File: src/rtl/display_ctrl_pkg.sv
// Shared constants, classifier state type and threshold helpers for the
// display/buzzer source scheduler.
package display_ctrl_pkg;

  localparam logic SRC_GSENSOR = 1'b0;
  localparam logic SRC_LIGHT   = 1'b1;

  localparam int ALARM_G_BIT = 0;
  localparam int ALARM_L_BIT = 1;

  localparam int DEF_DWELL_CYCLES      = 100_000_000;
  localparam int DEF_DEBOUNCE_CYCLES   = 1_000_000;
  localparam int DEF_LONG_PRESS_CYCLES = 50_000_000;
  localparam int DEF_G_THRESH          = 2;
  localparam int DEF_L_THRESH          = 5;
  localparam int DEF_ALARM_PERSIST     = 4;

  typedef enum logic [1:0] {
    CLS_IDLE         = 2'd0,
    CLS_PRESSED      = 2'd1,
    CLS_LONG_HELD    = 2'd2,
    CLS_WAIT_RELEASE = 2'd3
  } cls_state_e;

  // Tilt alarm when the signed code is at or beyond +/- thresh.
  function automatic logic g_over_thresh(input logic [15:0] data, input int thresh);
    logic signed [16:0] d_ext;
    logic signed [16:0] t_ext;
    d_ext = $signed({data[15], data});
    t_ext = 17'(thresh);
    return (d_ext >= t_ext) || (d_ext <= -t_ext);
  endfunction

  function automatic logic l_over_thresh(input logic [15:0] data, input int thresh);
    return data >= 16'(thresh);
  endfunction

endpackage

File: src/rtl/button_press_classifier.sv
// Synchronizes and debounces the raw pushbutton, then classifies each
// debounced press as a short or long event (one-cycle registered pulses).
module button_press_classifier
  import display_ctrl_pkg::*;
#(
  parameter int DEBOUNCE_CYCLES   = DEF_DEBOUNCE_CYCLES,
  parameter int LONG_PRESS_CYCLES = DEF_LONG_PRESS_CYCLES
) (
  input  logic clk,
  input  logic reset,
  input  logic btn_n,
  output logic short_evt,
  output logic long_evt
);

  localparam int DB_W   = (DEBOUNCE_CYCLES > 1) ? $clog2(DEBOUNCE_CYCLES) : 1;
  localparam int HOLD_W = (LONG_PRESS_CYCLES > 1) ? $clog2(LONG_PRESS_CYCLES) : 1;
  localparam logic [DB_W-1:0]   DB_LAST   = DB_W'(DEBOUNCE_CYCLES - 1);
  localparam logic [HOLD_W-1:0] HOLD_LAST = HOLD_W'(LONG_PRESS_CYCLES - 1);

  logic              sync1_r;
  logic              sync2_r;
  logic              press_s;
  logic              db_press_r;
  logic [DB_W-1:0]   db_cnt_r;
  logic [HOLD_W-1:0] hold_r;
  logic [HOLD_W-1:0] hold_s;
  cls_state_e        state_r;
  cls_state_e        state_s;
  logic              short_s;
  logic              long_s;

  assign press_s = ~sync2_r;

  // Synchronizer and debounce; resets to "pressed" so a held button must be released first.
  always_ff @(posedge clk) begin
    if (reset) begin
      sync1_r    <= 1'b0;
      sync2_r    <= 1'b0;
      db_press_r <= 1'b1;
      db_cnt_r   <= '0;
    end else begin
      sync1_r <= btn_n;
      sync2_r <= sync1_r;
      if (press_s == db_press_r) begin
        db_cnt_r <= '0;
      end else if (db_cnt_r == DB_LAST) begin
        db_press_r <= press_s;
        db_cnt_r   <= '0;
      end else begin
        db_cnt_r <= db_cnt_r + DB_W'(1);
      end
    end
  end

  // Press classification; hold_r counts debounced-pressed cycles.
  always_comb begin
    state_s = state_r;
    hold_s  = hold_r;
    short_s = 1'b0;
    long_s  = 1'b0;
    case (state_r)
      CLS_IDLE: begin
        if (db_press_r) begin
          state_s = CLS_PRESSED;
          hold_s  = HOLD_W'(1);
        end else begin
          state_s = CLS_IDLE;
        end
      end
      CLS_PRESSED: begin
        if (!db_press_r) begin
          short_s = 1'b1;
          state_s = CLS_IDLE;
        end else if (hold_r == HOLD_LAST) begin
          long_s  = 1'b1;
          state_s = CLS_LONG_HELD;
        end else begin
          hold_s = hold_r + HOLD_W'(1);
        end
      end
      CLS_LONG_HELD, CLS_WAIT_RELEASE: begin
        if (!db_press_r) begin
          state_s = CLS_IDLE;
        end else begin
          state_s = state_r;
        end
      end
      default: state_s = CLS_WAIT_RELEASE;
    endcase
  end

  // State, hold counter and registered event pulses.
  always_ff @(posedge clk) begin
    if (reset) begin
      state_r   <= CLS_WAIT_RELEASE;
      hold_r    <= '0;
      short_evt <= 1'b0;
      long_evt  <= 1'b0;
    end else begin
      state_r   <= state_s;
      hold_r    <= hold_s;
      short_evt <= short_s;
      long_evt  <= long_s;
    end
  end

endmodule

File: src/rtl/display_source_scheduler.sv
// Chooses which sensor drives the hex displays: auto dwell rotation with
// alarm preemption, or manual selection from the pushbutton.
module display_source_scheduler
  import display_ctrl_pkg::*;
#(
  parameter int DWELL_CYCLES      = DEF_DWELL_CYCLES,
  parameter int DEBOUNCE_CYCLES   = DEF_DEBOUNCE_CYCLES,
  parameter int LONG_PRESS_CYCLES = DEF_LONG_PRESS_CYCLES,
  parameter int G_THRESH          = DEF_G_THRESH,
  parameter int L_THRESH          = DEF_L_THRESH,
  parameter int ALARM_PERSIST     = DEF_ALARM_PERSIST
) (
  input  logic        clk,
  input  logic        reset,
  input  logic        btn_n,
  input  logic [15:0] gsensor_data,
  input  logic        gsensor_valid,
  input  logic [15:0] light_sensor_data,
  input  logic        light_valid,
  output logic        select,
  output logic [15:0] selected_data,
  output logic        mode_auto,
  output logic        alarm,
  output logic [1:0]  alarm_src
);

  localparam int DW_W = (DWELL_CYCLES > 1) ? $clog2(DWELL_CYCLES) : 1;
  localparam int PC_W = $clog2(ALARM_PERSIST + 1);
  localparam logic [DW_W-1:0] DWELL_LAST  = DW_W'(DWELL_CYCLES - 1);
  localparam logic [PC_W-1:0] PERSIST_MAX = PC_W'(ALARM_PERSIST);

  logic            short_evt_s;
  logic            long_evt_s;
  logic [PC_W-1:0] g_cnt_r;
  logic [PC_W-1:0] g_cnt_s;
  logic [PC_W-1:0] l_cnt_r;
  logic [PC_W-1:0] l_cnt_s;
  logic [1:0]      alarm_src_s;
  logic [DW_W-1:0] dwell_r;
  logic [DW_W-1:0] dwell_s;
  logic            select_s;
  logic            mode_s;

  button_press_classifier #(
    .DEBOUNCE_CYCLES  (DEBOUNCE_CYCLES),
    .LONG_PRESS_CYCLES(LONG_PRESS_CYCLES)
  ) u_button (
    .clk      (clk),
    .reset    (reset),
    .btn_n    (btn_n),
    .short_evt(short_evt_s),
    .long_evt (long_evt_s)
  );

  function automatic logic [PC_W-1:0] persist_next(input logic [PC_W-1:0] cnt,
                                                   input logic valid, input logic over);
    logic [PC_W-1:0] nxt;
    if (!valid) begin
      nxt = cnt;
    end else if (!over) begin
      nxt = '0;
    end else if (cnt == PERSIST_MAX) begin
      nxt = cnt;
    end else begin
      nxt = cnt + PC_W'(1);
    end
    return nxt;
  endfunction

  // Per-source alarm persistence; alarm_src reflects the post-strobe count.
  always_comb begin
    alarm_src_s              = 2'b00;
    g_cnt_s                  = persist_next(g_cnt_r, gsensor_valid,
                                            g_over_thresh(gsensor_data, G_THRESH));
    l_cnt_s                  = persist_next(l_cnt_r, light_valid,
                                            l_over_thresh(light_sensor_data, L_THRESH));
    alarm_src_s[ALARM_G_BIT] = (g_cnt_s == PERSIST_MAX);
    alarm_src_s[ALARM_L_BIT] = (l_cnt_s == PERSIST_MAX);
  end

  // Source selection: long press owns the cycle, then preemption, then button/dwell.
  always_comb begin
    mode_s   = mode_auto;
    select_s = select;
    dwell_s  = dwell_r;
    if (long_evt_s) begin
      mode_s  = ~mode_auto;
      dwell_s = '0;
    end else if (mode_auto) begin
      case (alarm_src)
        2'b01: begin
          select_s = SRC_GSENSOR;
          dwell_s  = '0;
        end
        2'b10: begin
          select_s = SRC_LIGHT;
          dwell_s  = '0;
        end
        2'b11: dwell_s = '0;
        default: begin
          if (short_evt_s || (dwell_r == DWELL_LAST)) begin
            select_s = ~select;
            dwell_s  = '0;
          end else begin
            dwell_s = dwell_r + DW_W'(1);
          end
        end
      endcase
    end else begin
      dwell_s = '0;
      if (short_evt_s) begin
        select_s = ~select;
      end else begin
        select_s = select;
      end
    end
  end

  // Output and state registers.
  always_ff @(posedge clk) begin
    if (reset) begin
      select        <= SRC_GSENSOR;
      selected_data <= 16'h0000;
      mode_auto     <= 1'b1;
      alarm         <= 1'b0;
      alarm_src     <= 2'b00;
      dwell_r       <= '0;
      g_cnt_r       <= '0;
      l_cnt_r       <= '0;
    end else begin
      select        <= select_s;
      selected_data <= (select == SRC_LIGHT) ? light_sensor_data : gsensor_data;
      mode_auto     <= mode_s;
      alarm         <= |alarm_src_s;
      alarm_src     <= alarm_src_s;
      dwell_r       <= dwell_s;
      g_cnt_r       <= g_cnt_s;
      l_cnt_r       <= l_cnt_s;
    end
  end

endmodule

File: config.mk
export PLATFORM = sky130hd
export DESIGN_NAME = display_source_scheduler
export DESIGN_NICKNAME = d
export VERILOG_FILES = /design/src/rtl/display_ctrl_pkg.sv /design/src/rtl/button_press_classifier.sv /design/src/rtl/display_source_scheduler.sv
export SDC_FILE = /design/constraint.sdc
export NUM_CORES = 1
export LEC_CHECK = 0
export CAP_MARGIN = 20
export CORE_UTILIZATION = 50
export CTS_CLUSTER_DIAMETER = 200
export CTS_CLUSTER_SIZE = 12
export DETAILED_ROUTE_END_ITERATION = 10
export GPL_TIMING_DRIVEN = 0
export PLACE_DENSITY = 0.72
export SYNTH_ARGS = -nofsm -noshare
export SYNTH_HDL_FRONTEND = slang
export SYNTH_SLANG_ARGS = --single-unit
File: constraint.sdc
create_clock -name clk -period 2.67 [get_ports clk]
set_clock_uncertainty 0.05 [all_clocks]
set_input_delay 0.534 -clock clk [delete_from_list [all_inputs] [get_ports clk]]
set_output_delay 0.534 -clock clk [all_outputs]
set_load 0.05 [all_outputs]
==> flow_summary_export.csv <==
group,metric,value,unit
global_route,grt_pass1_wl,17.69,mm
global_route,grt_util_all_layers,0.2181,
die,die_width,100.4,um
final_layout,final-seq-area,2142,um^2
power,power,2.914,mW
clock_network,cts-resized-gates,0,
routing,first_pass_iters,4,
die,start_util,0.5187,
routing,first_iter_violations,112,
yosys,ys_types,45,
setup_path,critPathBufInv,2,
sta,timing.fmax,405.1,MHz
yosys,netlist_area,4838,um^2
routing,drc,0,
clock_network,post_cts_buffers,0,
place,portBuffers,57,
sta,holdWs,0.4053,ns
yosys,synth_edf_count,0,
final_layout,multiInputGateArea,2554,um^2
routing,routed_wl,10.65,mm
yosys,syn_area_per_cell,8.718,um^2
final_layout,nNetsFinal,671,
min_path,min_path_type,"reg2reg",
power,switching_power,0.7148,mW
place,dpl.cell_count,741,
job,drv_cap,0,
final_layout,drive_gt1_frac,0.03810,
routing,dr_total_vias,4115,
setup_path,critPathKind,"reg2reg",
die,rows,35,
global_route,use_met2,0.3867,
sta,hold_viol_final,0,
power,ir_drop,249.7,uV
global_route,antenna_found_initial,0,
clock_network,cts_sinks,107,
power,combPwrFrac,0.089,
global_route,use_met1,0.2581,
place,dp_hpwl,7.719,mm
die,pin_count,58,
yosys,synth_ff_type,"dfxtp_1",
power,leakage,1.963,nW
setup_path,critPathMostFrequentCell,"buf_6",
final_layout,layout_commonest_cell,"dfxtp_1",
routing,post_drt_wl_per_cell,14.03,um
setup_path,crit_required,2.92,ns
yosys,yosysWarnings,0,
final_layout,area_growth,19.50,%
yosys,synth_area_leaders,"dfxtp_1, nor2_1, xor2_1, xnor2_1, mux2i_1",
global_route,grt-ovfl-total,0,
power,clkPwrFrac,0.347,
clock_network,cts_buffers,9,
sta,rsz0062_at_grt,"false",
yosys,syn-num-nets,601,
power,pwr-share-seq,0.563,
sta,worst_pin_slew,0.7637,ns
clock_network,cts.path.max_buffers,2,
die,die_h,100.4,um
clock_network,tritoncts,"built",
routing,ant_nets,0,
clock_network,hold_buffers,0,
final_layout,layoutNonFillerInstCount,759,
final_layout,most-common-layout-cells,"dfxtp_1, nor2_1, clkdlybuf4s50_1, nand2_1, xor2_1",
final_layout,nFillCells,845,
place,globalplace.congestion,0.7881,
yosys,synth-seq-area-share,0.4427,
die,core_area,9328,um^2
clock_network,clk_pin_slew,0.10,ns
power,switching_share,0.2453,
setup_path,worstPathArrival,2.72,ns
setup_path,crit_slowest_cell,"or4b_4",
global_route,busiest_layer,"met2",
power,intPower,2.200,mW
setup_path,worst_setup_path_end_kind,"flip-flop",
global_route,grt_pass1_vias,3931,
setup_path,worstSetupStartpointType,"flip-flop",
global_route,grt_start_max_net_pins,18,
power,p_per_area,504.1,nW/um^2
clock_network,clkLatencyLatePin,0.37,ns
sta,drv_slew,0,
final_layout,n_antenna_cell,0,
sta,max-slew-margin-rel,0.4869,
routing,via_per_inst,5.422,
run_status,status,"completed",
setup_path,critical-path-top-delay-family,"simple AND/OR/NAND/NOR gates",
setup_path,path_cells,"ha_1 > nand2_1 > or4b_4 > o31ai_4 > buf_6 > buf_6 > o31ai_1 > a21oi_1",
die,die_area,10070,um^2
sta,fin_crit,2.468,ns
sta,setup-tns-final,0,ns
clock_network,htreeDepth,3,
yosys,ys_ff_latch,107,
sta,finalCritPeriodShare,0.9245,
yosys,synthCells,555,
yosys,synth_top_area_frac,0.4427,
yosys,yosysTopAreaCell,"dfxtp_1",
clock_network,clock_tree.root_cell,"clkbuf_8",
global_route,gr-usage-met3,0.05919,
sta,setup_viol,0,
setup_path,cp_max_fo,10,
setup_path,critPathMaxStageDelay,0.60,ns
yosys,async_reset_ff_frac,0,
==> routing by layer <==
layer	part of all wire	up-vias
met5	0	-
met4	0.011	0
met3	0.051	17
met2	0.47	102
met1	0.46	1915
li1	-	2081
==> final timing paths <==
| check | startpoint | endpoint | slack [ns] | cells after the start |
|---|---|---|---|---|
| setup / recovery | u_button.hold_r[0]$_SDFFE_PP0P_ | u_button.hold_r[15]$_SDFFE_PP0P_ | 0.20 | 8 |
| hold / removal | u_button.sync1_r$_SDFF_PP0_ | u_button.sync2_r$_SDFF_PP0_ | 0.41 | 1 |
| setup reg to reg | u_button.hold_r[0]$_SDFFE_PP0P_ | u_button.hold_r[15]$_SDFFE_PP0P_ | 0.20 | 8 |
| hold reg to reg | u_button.sync1_r$_SDFF_PP0_ | u_button.sync2_r$_SDFF_PP0_ | 0.41 | 1 |
==> power groups by stage <==
stage / registers [mW] / logic [mW] / clock network (mW)
after floorplan: 1.73 / 0.0862 / 0
after global placement: 1.68 / 0.254 / 0
after detailed placement: 1.68 / 0.260 / 0
after CTS: 1.64 / 0.262 / 1.03
after global routing: 1.65 / 0.279 / 1.09
final: 1.64 / 0.260 / 1.01
==> metrics by stage <==
| step | setup WS (ns) | utilization | cell area (um^2) |
|---|---|---|---|
| after CTS | 0.2345 | 0.6188 | 5772 |
| after global routing | 0.08086 | 0.6199 | 5782 |
| final | 0.2016 | 0.6199 | 5782 |
| after global placement | 0.2480 | 0.5972 | 5570 |
| after detailed placement | 0.2043 | 0.5972 | 5570 |
| after floorplan | 0.3625 | - | 4838 |
==> kinds of logic (layout without fill, tap and decap cells) <==
group,count (synthesis),after routing,synth area share
AND/OR/NAND/NOR,283,283,0.2982
AO/OA/AOI/OAI,45,45,0.06181
XOR/XNOR,57,57,0.1032
flip-flops,107,107,0.4427
buffers and inverters,34,109,0.02948
adder cells (fa/ha/maj),9,9,0.02327
multiplexers,20,20,0.04138
==> flip-flops by register name, summed over array words and instances (netlist names), 2 cells and up <==
name,cells
u_button.state_r,2
dwell_r,27
selected_data,16
alarm_src,2
l_cnt_r,3
g_cnt_r,3
u_button.db_cnt_r,20
u_button.hold_r,26
==> synth_stat cells (12+ instances only) <==
cell / n
xnor2_1: 23
nor2_1: 95
clkbuf_1: 13
inv_1: 17
a21oi_1: 13
nor3_1: 12
dfxtp_1: 107
nand3_1: 28
mux2i_1: 20
nor4_1: 15
nand2_1: 41
xor2_1: 34
nand4_1: 24
==> layout make-up <==
cell class	instances	share of cell area
repair buffers	59	0.1004
flip-flops and latches	107	0.3705
clock buffers	10	0.02380
clock inverters	6	0.01104
multi-input cells	414	0.4417
plain buffers	17	0.01363
well taps	129	0.02792
inverters	17	0.01104
No activity file was read; power rests on OpenSTA's default activity.
